File: config.mk
export PLATFORM = sky130hd
export DESIGN_NAME = alu_result_demux8
export DESIGN_NICKNAME = d
export VERILOG_FILES = /design/src/rtl/alu_result_demux8.sv
export SDC_FILE = /design/constraint.sdc
export NUM_CORES = 1
export LEC_CHECK = 0
export ABC_CLOCK_PERIOD_IN_PS = 4200
export BUFFER_PORTS_ARGS = -buffer_cell sky130_fd_sc_hd__buf_2
export CAP_MARGIN = 10
export CORE_AREA = 2 2 151 153
export CTS_CLUSTER_SIZE = 16
export DETAILED_ROUTE_END_ITERATION = 8
export DIE_AREA = 0 0 153 155
export GPL_TIMING_DRIVEN = 0
export PLACE_DENSITY = 0.86
export SETUP_SLACK_MARGIN = 0.02
export SLEW_MARGIN = 0
export SYNTH_ARGS = -nofsm -noshare
export SYNTH_HDL_FRONTEND = slang
export SYNTH_SLANG_ARGS = --single-unit
File: constraint.sdc
create_clock -name clk -period 4.2 [get_ports clk]
set_clock_uncertainty 0.05 [all_clocks]
set_input_delay 0.84 -clock clk [delete_from_list [all_inputs] [get_ports clk]]
set_output_delay 0.84 -clock clk [all_outputs]
set_load 0.05 [all_outputs]
File: src/rtl/alu_result_demux8.sv
// alu_result_demux8: registered 1-to-8 distributor for ALU result words.
// One input word per cycle is steered to a single lane (or to all eight
// lanes in broadcast mode). Each lane owns a one-entry holding register
// with its own valid/ready handshake, so a stalled consumer only blocks
// writes aimed at its own lane.
module alu_result_demux8 #(
  parameter int WIDTH = 32
) (
  input  logic             clk,
  input  logic             rst,
  input  logic             in_valid,
  output logic             in_ready,
  input  logic [2:0]       sel,
  input  logic             bcast,
  input  logic [WIDTH-1:0] din,
  output logic [WIDTH-1:0] a,
  output logic [WIDTH-1:0] b,
  output logic [WIDTH-1:0] c,
  output logic [WIDTH-1:0] d,
  output logic [WIDTH-1:0] e,
  output logic [WIDTH-1:0] f,
  output logic [WIDTH-1:0] g,
  output logic [WIDTH-1:0] h,
  output logic [7:0]       out_valid,
  input  logic [7:0]       out_ready,
  output logic [15:0]      acc_cnt
);

  logic [7:0]       full_q;
  logic [7:0]       full_d;
  logic [WIDTH-1:0] data_q [8];
  logic [WIDTH-1:0] data_d [8];
  logic [15:0]      acc_cnt_q;
  logic [15:0]      acc_cnt_d;

  logic [7:0]       laneFree;
  logic [7:0]       loadMask;
  logic             transfer;

  // A lane can take a new word when it is empty or being drained this cycle;
  // broadcast needs every lane free so that no partial write can happen.
  always_comb begin
    laneFree = ~full_q | out_ready;
    in_ready = bcast ? (&laneFree) : laneFree[sel];
    transfer = in_valid & in_ready;
    loadMask = 8'h00;
    if (transfer) begin
      loadMask = bcast ? 8'hFF : (8'h01 << sel);
    end
  end

  // Next-state for each lane: a load wins over a drain, so a lane that is
  // drained and reloaded in the same cycle stays full with the new word.
  always_comb begin
    full_d    = full_q;
    acc_cnt_d = acc_cnt_q + {15'd0, transfer};
    for (int i = 0; i < 8; i++) begin
      data_d[i] = data_q[i];
      if (loadMask[i]) begin
        full_d[i] = 1'b1;
        data_d[i] = din;
      end else if (out_ready[i]) begin
        full_d[i] = 1'b0;
      end
    end
  end

  // State registers; reset discards any held words and any same-cycle transfer.
  always_ff @(posedge clk) begin
    if (rst) begin
      full_q    <= 8'h00;
      acc_cnt_q <= 16'd0;
      for (int i = 0; i < 8; i++) begin
        data_q[i] <= '0;
      end
    end else begin
      full_q    <= full_d;
      acc_cnt_q <= acc_cnt_d;
      for (int i = 0; i < 8; i++) begin
        data_q[i] <= data_d[i];
      end
    end
  end

  assign out_valid = full_q;
  assign acc_cnt   = acc_cnt_q;
  assign a = data_q[0];
  assign b = data_q[1];
  assign c = data_q[2];
  assign d = data_q[3];
  assign e = data_q[4];
  assign f = data_q[5];
  assign g = data_q[6];
  assign h = data_q[7];

endmodule
Yosys cells after proc, flatten, opt, wreduce, memory -nomap -nowiden
Memories as Yosys holds them, arrays and structs flattened.
Index checks and enable logic that the tools add are counted.
- flip-flop bits (word level): 24
- RAM bits: 256
- input bits: 47
- output and inout bits: 281
- memories: 1
- memory list (name ; depth ; width ; read ports ; clocked after Yosys merged registers in ; wr ports ; RTL line ; RTL):
    data_q ; 8 ; 32 ; 8 ; 0 ; 8 ; 31 ; logic [WIDTH-1:0] data_q [8];
- add/subtract/negate cells: 1
- order comparisons: 1
- shift operators: 1
- muxes and demuxes: 40
- bitwise gates (word level): 11
- reduce and logical (&&, ||, !) cells: 9
- operators with widths (operator ; number):
    $mux W32 ; 16
    $mux W1 ; 21
    $add A16 B1 Y16 ; 1
    $mux W8 ; 2
    $reduce_bool A2 Y1 ; 8
    $not A8 Y8 ; 1
    $or A1 B1 Y1 ; 8
    $or A8 B8 Y8 ; 1
    $reduce_and A8 Y1 ; 1
    $shl A1 B3 Y8 const A ; 1
    $lt A3 B4 Y1 const B ; 1
    $bmux W1 S3 ; 1
    $and A1 B1 Y1 ; 1

Logic depth before layout (Yosys ltp)
Gate-level depths: netlist (run 1).
- word-level depth: 9
- depth in mapped cells: 12
- depth with buffers taken out: 11

Least setup slack after synthesis (run 1)
No wires, ideal clock.
- path kind: input to register
- from: input port sel[1]
- to: register acc_cnt_q[15], in the netlist acc_cnt[15]
- setup time: 0.128 ns
- arrival: 3.171 ns
- setup slack: 0.852 ns
- stages on the path: 11
- cell sequence: buf_4 > or4bb_1 > o211ai_2 > nor3_4 > or3_1 > ha_1 > and3_1 > nand3_1 > nor4_1 > xnor2_1 > nor2_1
- cells in the longest elaborated chain, start to end: 5
- RTL lines (what ; RTL line ; RTL):
    start, declared ; 13 ; input logic [2:0] sel,
    $bmux W1 S3 ; 44 ; in_ready = bcast ? (&laneFree) : laneFree[sel];
    $mux W1 (not written as such) ; 44 ;
    $mux W1 ; 44 ;
    $and A1 B1 Y1 ; 45 ; transfer = in_valid & in_ready;
    $add A16 B1 Y16 ; 56 ; acc_cnt_d = acc_cnt_q + {15'd0, transfer};
    end signal, assigned ; 78 ; acc_cnt_q <= acc_cnt_d;
    end, declared ; 33 ; logic [15:0] acc_cnt_q;
No other way between the ends. The select of a mux whose other input is x is not followed.
A chain may end at the register's enable or synchronous reset.

Final worst setup path (run 1)
- from: input port rst
- to: register acc_cnt_q[5], in the netlist acc_cnt[5]
- RTL lines (what ; RTL line ; RTL):
    start, declared ; 10 ; input logic rst,
No word-level cell between the ends.

==> results.sh, run 1 <==
export IMPL_slew_limit_headroom_pct=44.1
export IMPL_portBuffers=326
export IMPL_stdcell_area_um2=14200
export IMPL_cp_max_fo=10
export IMPL_slew_viol_final=0
export IMPL_finalSetupViolations=0
export IMPL_setup_worst_path_class="in2reg"
export IMPL_viasPerCell=5.15
export IMPL_drive_gt1_share_pct=29.2
export IMPL_clk_latency_ns=0.52
export IMPL_status="finished clean"
export IMPL_post_route_min_period_ns=3.20
export IMPL_dieWidth_um=153
export IMPL_synth_edff_count=0
export IMPL_dpl_hpwl_mm=23.4
export IMPL_yosysSeqAreaShare_pct=49.5
export IMPL_drt_initial_drc_count=412
export IMPL_start_kind="primary input"
export IMPL_holdBufCountCts=0
export IMPL_routedWlPerCell_um=19.4
export IMPL_dieHeight_um=155
export IMPL_root_buffer="clkbuf_16"
export IMPL_wl_mm=32.7
export IMPL_cap_violations=0
export IMPL_dpl_cell_area_um2=13300
export IMPL_preCtsSetupSlack_ns=0.432
export IMPL_fin_crit_sh_pct=76.1
export IMPL_fillCellCount=1776
export IMPL_synthArstFlopShare_pct=0
export IMPL_grt_setup_unrepaired="no"
export IMPL_diodes=0
export IMPL_worst_slack_ns=1.00
export IMPL_cts_tree="yes"
export IMPL_met2_usage_pct=45.1
export IMPL_die_area_um2=23700
export IMPL_grt_max_degree=15
export IMPL_syn_inst=1026
export IMPL_use_met3_pct=5.99
export IMPL_synth_top_area_share_pct=49.5
export IMPL_yosysUniqueCellTypes=38
export IMPL_synthXorXnorAreaFrac_pct=0.928
export IMPL_yosysTopAreaCell="dfxtp_1"
export IMPL_ant_nets=0
export IMPL_required_ns=4.54
export IMPL_grt_ovfl_total=0
export IMPL_cts_resized=0
export IMPL_ys_flop_type="dfxtp_1"
export IMPL_clk_pin_slew_ns=0.06
export IMPL_antenna_found_initial=0
export IMPL_synth_nets=1075
export IMPL_coreArea_um2=22200
export IMPL_min_path_type="reg2reg"
export IMPL_yosysWarnings=0
export IMPL_htree_num_levels=1
export IMPL_vdd_ir_drop_worst_uv=255
export IMPL_grt_busiest_layer="met2"
export IMPL_syn_to_final_growth_pct=25.7
export IMPL_synth_top_cells_by_area="dfxtp_1 50%, mux2i_1 23%, nand2b_1 16%"
export IMPL_cts_buffer_depth=3
export IMPL_muxShareOfSynthArea_pct=22.7
export IMPL_synth_compound_gate_area_share_pct=2.75
export IMPL_fmaxAchievable_mhz=313
export IMPL_power_density_nw_per_um2=476
export IMPL_vias=8687
export IMPL_ys_ff_latch=280
export IMPL_worst_pin_slew_ns=0.836
export IMPL_p_leak_nw=7.51
export IMPL_cts_setup_buffers=0
export IMPL_setup_tns_ns=0
export IMPL_grt_pass1_wl_mm=49.5
export IMPL_drtPass1Iterations=4
export IMPL_syn_area_um2=11300
export IMPL_start_util_pct=50.9
export IMPL_crit_arrival_ns=3.54
export IMPL_synth_adder_area_share_pct=0.221
export IMPL_grt_pass1_vias=8731
export IMPL_place_gp_congestion=0.863
export IMPL_clkSinkCount=280
export IMPL_synth_simple_area_share_pct=19.0
export IMPL_synth_top_family_by_area="multiplexers"
export IMPL_worstSetupEndpointType="flop"
export IMPL_drc=0
export IMPL_p_total_mw=6.77
export IMPL_grt_usage_pct=26.4
export IMPL_final_hold_violation_count=0
export IMPL_syn_avg_cell_area_um2=11.0
export IMPL_layout_nets=1431
export IMPL_io_pins=328
export IMPL_use_met1_pct=33.1
export IMPL_cts_made_buffers=28
export IMPL_std_cell_rows=55
-- critical path: stages --
cell      delay (ns)
buf_2           0.20
clkbuf_1        0.44
clkbuf_1        0.44
clkbuf_1        0.58
clkbuf_1        0.49
clkbuf_1        0.44
nor2_1          0.10
-- metrics by stage --
stage,util (%),std cells,hold slack (ns)
6_report,64.0,1687,0.421
3_3_place_gp,59.9,1637,0.407
2_1_floorplan,-,1026,0.647
4_1_cts,64.0,1687,0.426
3_5_place_dp,59.9,1637,0.412
5_1_grt,64.0,1687,0.440
-- path summary, 6_finish.rpt --
| kind | startpoint | to | slack, ns | cells past startpoint |
|---|---|---|---|---|
| setup reg to reg | out_valid[1] | acc_cnt[15] | 1.13 | 10 |
| hold reg to reg | data_q[0][3] | data_q[0][3] | 0.42 | 2 |
| hold / removal | data_q[0][3] | data_q[0][3] | 0.42 | 2 |
| setup / recovery | rst | acc_cnt[5] | 1.00 | 7 |
-- cell families (layout without fill, tap and decap cells) --
family                   Yosys count  count (layout)
AND/OR/NAND/NOR                  349             349
buffers and inverters             97             473
AO/OA/AOI/OAI                     29              29
flip-flops                       280             280
adder cells (fa/ha/maj)            2               2
multiplexers                     257             257
XOR/XNOR                          12              12
-- sequential cells by signal, indices dropped and copies added, names as in the netlist --
| name | count |
|---|---|
| acc_cnt | 16 |
| data_q | 256 |
| out_valid | 8 |
-- cells in the final DEF (no fill, tap or decap), types with 3 or more instances in the layout --
cell type    n
clkbuf_8     5
clkbuf_1    41
xnor2_1      7
clkinv_2     7
dfxtp_1    280
nand2b_1   297
buf_2      327
clkbuf_16   29
nor2b_1      3
buf_6       24
or3_1        3
nand3_1      6
nor3_1       5
xor2_1       5
a21oi_1     11
nand2_1      5
buf_1       32
nor2_1      16
and3_1       3
nand4_1      4
mux2i_1    257
o22ai_4      4
o21ai_0      3
inv_1        5
-- power breakdown --
part	internal [mW]	switching, mW	leakage, nW
Clock	1.47	1.02	0.457
Combinational	0.386	0.984	4.78
Sequential	2.82	0.0861	2.28
-- per-layer routing --
layer / up-vias / wire length, µm
met4: 0 / 1090
met3: 78 / 2270
met2: 332 / 15700
met5: - / 0
met1: 4173 / 13700
li1: 4104 / -
-- layout make-up --
cell class | instances | area, µm² | area share [%]
tap | 285 | 357 | 2.51
buffer | 92 | 531 | 3.73
sequential | 280 | 5610 | 39.4
clock buffer | 41 | 821 | 5.77
clock inverter | 9 | 95.1 | 0.669
inverter | 5 | 18.8 | 0.132
multi-input combinational | 649 | 5160 | 36.3
timing repair buffer | 326 | 1630 | 11.5
-- synth_stat cells, types with 2 or more instances --
| library cell | instances |
|---|---|
| a21oi_1 | 11 |
| and3_1 | 3 |
| buf_1 | 32 |
| buf_6 | 24 |
| clkbuf_1 | 34 |
| dfxtp_1 | 280 |
| ha_1 | 2 |
| inv_1 | 5 |
| mux2i_1 | 257 |
| nand2_1 | 5 |
| nand2b_1 | 297 |
| nand3_1 | 6 |
| nand4_1 | 4 |
| nor2_1 | 16 |
| nor2b_1 | 3 |
| nor3_1 | 5 |
| nor3_4 | 2 |
| o21ai_0 | 3 |
| o22ai_4 | 4 |
| o31ai_4 | 2 |
| o32ai_4 | 2 |
| or3_1 | 3 |
| xnor2_1 | 7 |
| xor2_1 | 5 |
Power figures use the tool's default switching activity.
==> run 2: changes to the inputs <==
Settings changed: ABC_CLOCK_PERIOD_IN_PS 4200 to 3100.
Clock period 4.2 ns to 3.1 ns, I/O delays scaled along.
==> run 2 against run 1 <==
Against the previous run:
- die area stayed put
- register-to-register slack worse by 0.90 ns
- via count is 0.60% higher
- non-clock buffer count is 6 higher
- sequential power is 36% higher
- sequential share of layout area is 0.45 points lower
- flip-flop and latch count stayed put
- routed wire length is 0.31% higher
- clock power is 47% higher
- global-route usage is 0.35 points higher
- core utilization is 0.74 points higher
- critical path depth is 3 higher
- critical endpoint is now acc_cnt[15]
- largest cell class unchanged
==> results.sh, run 2 (synthesis gave the netlist of run 1 again) <==
export IMPL_fin_crit_sh_pct=92.7
export IMPL_final_hold_violation_count=0
export IMPL_routedWlPerCell_um=19.4
export IMPL_layout_nets=1438
export IMPL_power_density_nw_per_um2=658
export IMPL_clk_latency_ns=0.54
export IMPL_coreArea_um2=22200
export IMPL_use_met3_pct=6.41
export IMPL_place_gp_congestion=0.868
export IMPL_portBuffers=326
export IMPL_htree_num_levels=1
export IMPL_met2_usage_pct=47.6
export IMPL_ant_nets=0
export IMPL_drtPass1Iterations=4
export IMPL_critPathTopFamily="simple AND/OR/NAND/NOR gates"
export IMPL_dpl_hpwl_mm=23.7
export IMPL_cts_buffer_depth=3
export IMPL_vdd_ir_drop_worst_uv=419
export IMPL_cts_made_buffers=29
export IMPL_use_met1_pct=32.7
export IMPL_wl_mm=32.8
export IMPL_path_buf_inv=0
export IMPL_clk_pin_slew_ns=0.06
export IMPL_viasPerCell=5.15
export IMPL_timing_rr_start="out_valid[7]"
export IMPL_cpMaxStageDelayCell="a211oi_2"
export IMPL_drc=0
export IMPL_start_util_pct=50.9
export IMPL_min_to="out_valid[0]"
export IMPL_slew_limit_headroom_pct=49.2
export IMPL_grt_busiest_layer="met2"
export IMPL_dp_cells=1637
export IMPL_finalSetupViolations=0
export IMPL_grt_ovfl_total=0
export IMPL_p_leak_nw=7.59
export IMPL_grt_pass1_vias=8885
export IMPL_drive_gt1_share_pct=30.1
export IMPL_die_area_um2=23700
export IMPL_crit_arrival_ns=3.24
export IMPL_start_kind="flop"
export IMPL_status="finished clean"
export IMPL_r2r_cells=10
export IMPL_antenna_found_initial=2
export IMPL_largest_reg_flops=256
export IMPL_dieHeight_um=155
export IMPL_clkSinkCount=280
export IMPL_final_cell_mix="327 x buf_2, 297 x nand2b_1, 280 x dfxtp_1, 257 x mux2i_1, 35 x clkbuf_1"
export IMPL_root_buffer="clkbuf_16"
export IMPL_grt_usage_pct=26.7
export IMPL_reg2reg_to="acc_cnt[15]"
export IMPL_regArea_um2=5610
export IMPL_io_pins=328
export IMPL_setup_worst_path_class="reg2reg"
export IMPL_regMostFlops="data_q"
export IMPL_path_depth=10
export IMPL_crit_path_start="out_valid[7]"
export IMPL_grt_pass1_wl_mm=50.4
export IMPL_cp_cell_sequence="nand2b_1, o221ai_1, a211oi_2, or3_1, ha_1, and3_1, nand3_2, nor4_2, xnor2_1, nor2_1"
export IMPL_p_total_mw=9.47
export IMPL_drt_initial_drc_count=389
export IMPL_dieWidth_um=153
export IMPL_stdcell_count=1696
export IMPL_fmaxAchievable_mhz=348
export IMPL_required_ns=3.46
export IMPL_cts_tree="yes"
export IMPL_fillCellCount=1738
export IMPL_hp_start="out_ready[0]"
export IMPL_cap_violations=0
export IMPL_min_path_type="in2reg"
export IMPL_worstSetupEndpointType="flop"
export IMPL_holdPathStages=3
export IMPL_r2r_setup_slack_ns=0.23
export IMPL_worst_pin_slew_ns=0.761
export IMPL_post_route_min_period_ns=2.87
export IMPL_cp_max_fo=8
export IMPL_grt_max_degree=15
export IMPL_vias=8739
export IMPL_std_cell_rows=55
export IMPL_grt_setup_unrepaired="no"
export IMPL_final_common_cell="buf_2"
export IMPL_multi_input_area_um2=5180
export IMPL_syn_to_final_growth_pct=27.1
export IMPL_final_core_util_pct=64.7
export IMPL_slew_viol_final=0
export IMPL_critPathMaxStageDelay_ns=0.69
==> run 2: cell count changes in the layout (fill, tap and decap cells not counted), sizes merged <==
cell / previous run / this run
buf: 384 / 390
bufinv: 2 / 4
clkbuf: 75 / 73
clkinvlp: 0 / 2
diode: 0 / 1
==> run 2: power by group <==
part / leakage, nW / internal [mW] / switching (mW)
logic: 4.81 / 0.530 / 1.33
clock network: 0.502 / 2.23 / 1.44
registers: 2.28 / 3.82 / 0.117
total: 7.59 / 6.58 / 2.89
==> run 2: per-stage QoR <==
stage	cell area [µm²]	TNS [ns]	hold WS, ns	setup slack (ns)
after detailed placement	13300	-22.49	0.413	-0.522
after global routing	14400	0	0.369	0.0440
after global placement	13300	-17.45	0.408	-0.475
after CTS	14300	0	0.328	0.0316
after floorplan	11300	0	0.647	0.0256
final	14400	0	0.358	0.225
==> run 2: area by class of cell <==
class / instances / area share, %
Timing Repair Buffer: 332 / 11.7
Multi-Input combinational cell: 649 / 36.0
Clock inverter: 13 / 1.23
Buffer: 92 / 3.70
Inverter: 5 / 0.130
Sequential cell: 280 / 39.0
Antenna cell: 1 / 0.0174
Tap cell: 285 / 2.48
Clock buffer: 39 / 5.86
==> run 2: per-layer routing <==
metal / part of all wire (%) / vias up
met5: 0 / -
met4: 2.0 / 0
li1: - / 4121
met2: 50 / 342
met3: 7.3 / 56
met1: 41 / 4220
==> run 2: how the worst max path moves through the flow <==
stage                       end  slack (ns)
floorplan           acc_cnt[15]        0.03
global placement     acc_cnt[9]       -0.48
detailed placement   acc_cnt[9]       -0.52
CTS                  acc_cnt[9]        0.03
global route        acc_cnt[13]        0.04
finish              acc_cnt[15]        0.23
==> run 2: timing repair <==
item,CTS,global route
resized for setup,0,2
hold buffers,0,0
buffers inserted,0,6
endpoints found under the setup margin,0,20
==> run 2: tightest hold or removal path: cells and delay by family <==
kind            cells  cell delay [ns]
buf+inv             1             0.08
simple gates        1             0.12
compound gates      1             0.06
==> run 3: changes to the inputs <==
Settings changed: ABC_AREA from default to 1, CORE_AREA 2 2 151 153 to 2 2 153 155, DIE_AREA 0 0 153 155 to 0 0 155 157, PLACE_DENSITY 0.86 to 0.87.
==> run 3 against run 2 <==
Against the previous run:
- critical endpoint is now acc_cnt[14]
- highest routed layer unchanged
- final cell count up 45%
- largest power group unchanged
- die area up 2.6%
- routed wire length up 13%
- clock power down 2%
- first-iteration DRC count up 110%
==> results.sh, run 3 <==
export IMPL_switching_power_mw=3.68
export IMPL_yosysTopAreaCell="dfxtp_1"
export IMPL_final_hold_violation_count=0
export IMPL_slew_viol_final=0
export IMPL_drc=0
export IMPL_routedWlPerCell_um=15.0
export IMPL_clk_pin_slew_ns=0.06
export IMPL_drtPass1Iterations=5
export IMPL_grt_pass1_wl_mm=55.9
export IMPL_r2r_setup_slack_ns=0.37
export IMPL_p_clk_share_pct=34.8
export IMPL_die_area_um2=24300
export IMPL_clk_latency_ns=0.54
export IMPL_timing_rr_start="out_valid[1]"
export IMPL_final_core_util_pct=65.5
export IMPL_pwr_share_comb_pct=25.5
export IMPL_power_density_nw_per_um2=697
export IMPL_reg2reg_to="acc_cnt[14]"
export IMPL_cap_violations=0
export IMPL_fillCellCount=1925
export IMPL_p_int_mw=6.59
export IMPL_hp_start="out_ready[4]"
export IMPL_required_ns=3.49
export IMPL_place_gp_congestion=0.870
export IMPL_clkSinkCount=280
export IMPL_cp_max_fo=9
export IMPL_vdd_ir_drop_worst_uv=471
export IMPL_dpl_hpwl_mm=26.5
export IMPL_wl_mm=37.0
export IMPL_htree_num_levels=1
export IMPL_slew_limit_headroom_pct=51.7
export IMPL_drive_gt1_share_pct=19.7
export IMPL_cts_resized=0
export IMPL_synthArstFlopShare_pct=0
export IMPL_min_path_type="in2reg"
export IMPL_preCtsSetupSlack_ns=-0.0126
export IMPL_finalSetupViolations=0
export IMPL_start_kind="flop"
export IMPL_root_buffer="clkbuf_16"
export IMPL_synth_top_cells_by_area="dfxtp_1 47%, nand2_1 17%, nor2_1 17%"
export IMPL_grt_ovfl_total=0
export IMPL_worst_pin_slew_ns=0.724
export IMPL_use_met1_pct=35.4
export IMPL_met2_usage_pct=51.5
export IMPL_io_pins=328
export IMPL_holdWs_ns=0.322
export IMPL_vias=11700
export IMPL_dieWidth_um=155
export IMPL_syn_area_um2=11900
export IMPL_drt_initial_drc_count=833
export IMPL_status="finished clean"
export IMPL_syn_avg_cell_area_um2=6.51
export IMPL_grt_max_degree=16
export IMPL_ant_nets=0
export IMPL_cts_made_buffers=29
export IMPL_use_met3_pct=6.53
export IMPL_cts_buffer_depth=3
export IMPL_yosys_top_cells_count="544 x nand2_1, 537 x nor2_1, 286 x inv_1, 280 x dfxtp_1, 44 x clkbuf_1"
export IMPL_post_route_min_period_ns=2.73
export IMPL_yosysUniqueCellTypes=24
export IMPL_antenna_found_initial=0
export IMPL_yosysSeqAreaShare_pct=47.0
export IMPL_post_synth_top_count_cell="nand2_1"
export IMPL_syn_inst=1832
export IMPL_cts_setup_buffers=0
export IMPL_synth_edff_count=0
export IMPL_final_cell_mix="544 x nand2_1, 537 x nor2_1, 314 x buf_2, 286 x inv_1, 280 x dfxtp_1"
export IMPL_synth_top_area_share_pct=47.0
export IMPL_coreArea_um2=22500
export IMPL_largest_reg_flops=256
export IMPL_layout_nets=2205
export IMPL_diodes=0
export IMPL_min_to="out_valid[4]"
export IMPL_holdPathStages=4
export IMPL_holdBufCountCts=0
export IMPL_grt_usage_pct=29.2
export IMPL_start_util_pct=53.0
export IMPL_fmaxAchievable_mhz=366
export IMPL_switching_share_pct=35.9
export IMPL_regMostFlops="data_q"
export IMPL_p_seq_share_pct=39.7
export IMPL_yosysWarnings=0
export IMPL_synth_nets=1881
export IMPL_fin_crit_sh_pct=88.2
export IMPL_p_leak_nw=8.62
export IMPL_ys_ff_latch=280
export IMPL_syn_to_final_growth_pct=23.6
export IMPL_dieHeight_um=157
export IMPL_grt_pass1_vias=10600
export IMPL_worst_slack_ns=0.365
export IMPL_ys_flop_type="dfxtp_1"
export IMPL_setup_worst_path_class="reg2reg"
export IMPL_cts_tree="yes"
export IMPL_p_total_mw=10.3
export IMPL_worstSetupEndpointType="flop"
export IMPL_grt_busiest_layer="met2"
export IMPL_final_common_cell="nand2_1"
export IMPL_grt_setup_unrepaired="no"
export IMPL_viasPerCell=4.75
export IMPL_portBuffers=293
export IMPL_r2r_cells=19
export IMPL_std_cell_rows=55
export IMPL_crit_arrival_ns=3.12
-- run 3: cell types whose count changed after synthesis, moves of 7 or more --
cell / delta
buf_4: +21
nand2b_1: -297
nand4_2: +8
nand2_1: +539
mux2i_1: -257
inv_1: +281
xnor2_1: -7
a21oi_1: +9
buf_1: -25
nor2_1: +521
clkbuf_1: +10
o21ai_0: +13
buf_2: +20
-- run 3: per-stage QoR --
stage / instances / setup TNS [ns] / area [µm²]
after floorplan: 1832 / 0 / 11900
after detailed placement: 2410 / -0.0126 / 13700
after CTS: 2463 / 0 / 14700
after global routing: 2463 / 0 / 14700
after global placement: 2410 / 0 / 13700
final: 2463 / 0 / 14700
-- run 3: kinds of logic after synthesis --
group	after synthesis	share of synthesized area [%]
AO/OA/AOI/OAI	40	1.76
adder cells (fa/ha/maj)	2	0.210
buffers and inverters	407	15.4
flip-flops	280	47.0
AND/OR/NAND/NOR	1103	35.6
-- run 3: worst max-delay path, stage by stage, from the launching register on --
cell and delay (ns):
dfxtp_1 0.32, inv_1 0.05, nor2_1 0.04, inv_1 0.06, nand2_1 0.05, nor2_1 0.12, nand2_1 0.08, nand2_2 0.21
nand2_1 0.14, nor2_1 0.11, ha_1 0.19, ha_1 0.17, nand2_1 0.05, inv_1 0.10, nand4_1 0.13, nor2_1 0.20
nand2_1 0.12, nor3_1 0.23, a21oi_1 0.10, o21a_1 0.12
-- run 3: power groups by stage --
stage	Combinational [mW]	Sequential, mW	Clock (mW)
floorplan	0.893	5.21	0
global placement	2.56	4.13	0
detailed placement	2.60	4.14	0
CTS	2.62	4.07	3.61
global route	2.81	4.10	3.75
finish	2.62	4.07	3.58
-- run 3: how the worst max path moves through the flow --
stage / start / end / slack (ns)
after floorplan: sel[1] / acc_cnt[14] / 0.42
after global placement: sel[1] / acc_cnt[12] / 0.12
after detailed placement: sel[1] / acc_cnt[14] / -0.01
after CTS: out_valid[1] / acc_cnt[14] / 0.35
after global routing: out_valid[1] / acc_cnt[12] / 0.15
final: out_valid[1] / acc_cnt[14] / 0.37
-- run 3: routing by layer --
| metal | vias to the layer above | routed length [µm] |
|---|---|---|
| met3 | 85 | 3320 |
| met5 | - | 0 |
| met2 | 505 | 17700 |
| li1 | 5870 | - |
| met4 | 0 | 1140 |
| met1 | 5228 | 14800 |
-- run 3: area by class of cell --
| cell class | count | area [µm²] | area share (%) |
|---|---|---|---|
| multi-input combinational | 1145 | 4480 | 30.4 |
| buffer | 120 | 754 | 5.12 |
| clock inverter | 16 | 155 | 1.05 |
| tap | 285 | 357 | 2.42 |
| clock buffer | 37 | 836 | 5.67 |
| sequential | 280 | 5610 | 38.0 |
| inverter | 287 | 1080 | 7.31 |
| timing repair buffer | 293 | 1470 | 9.95 |
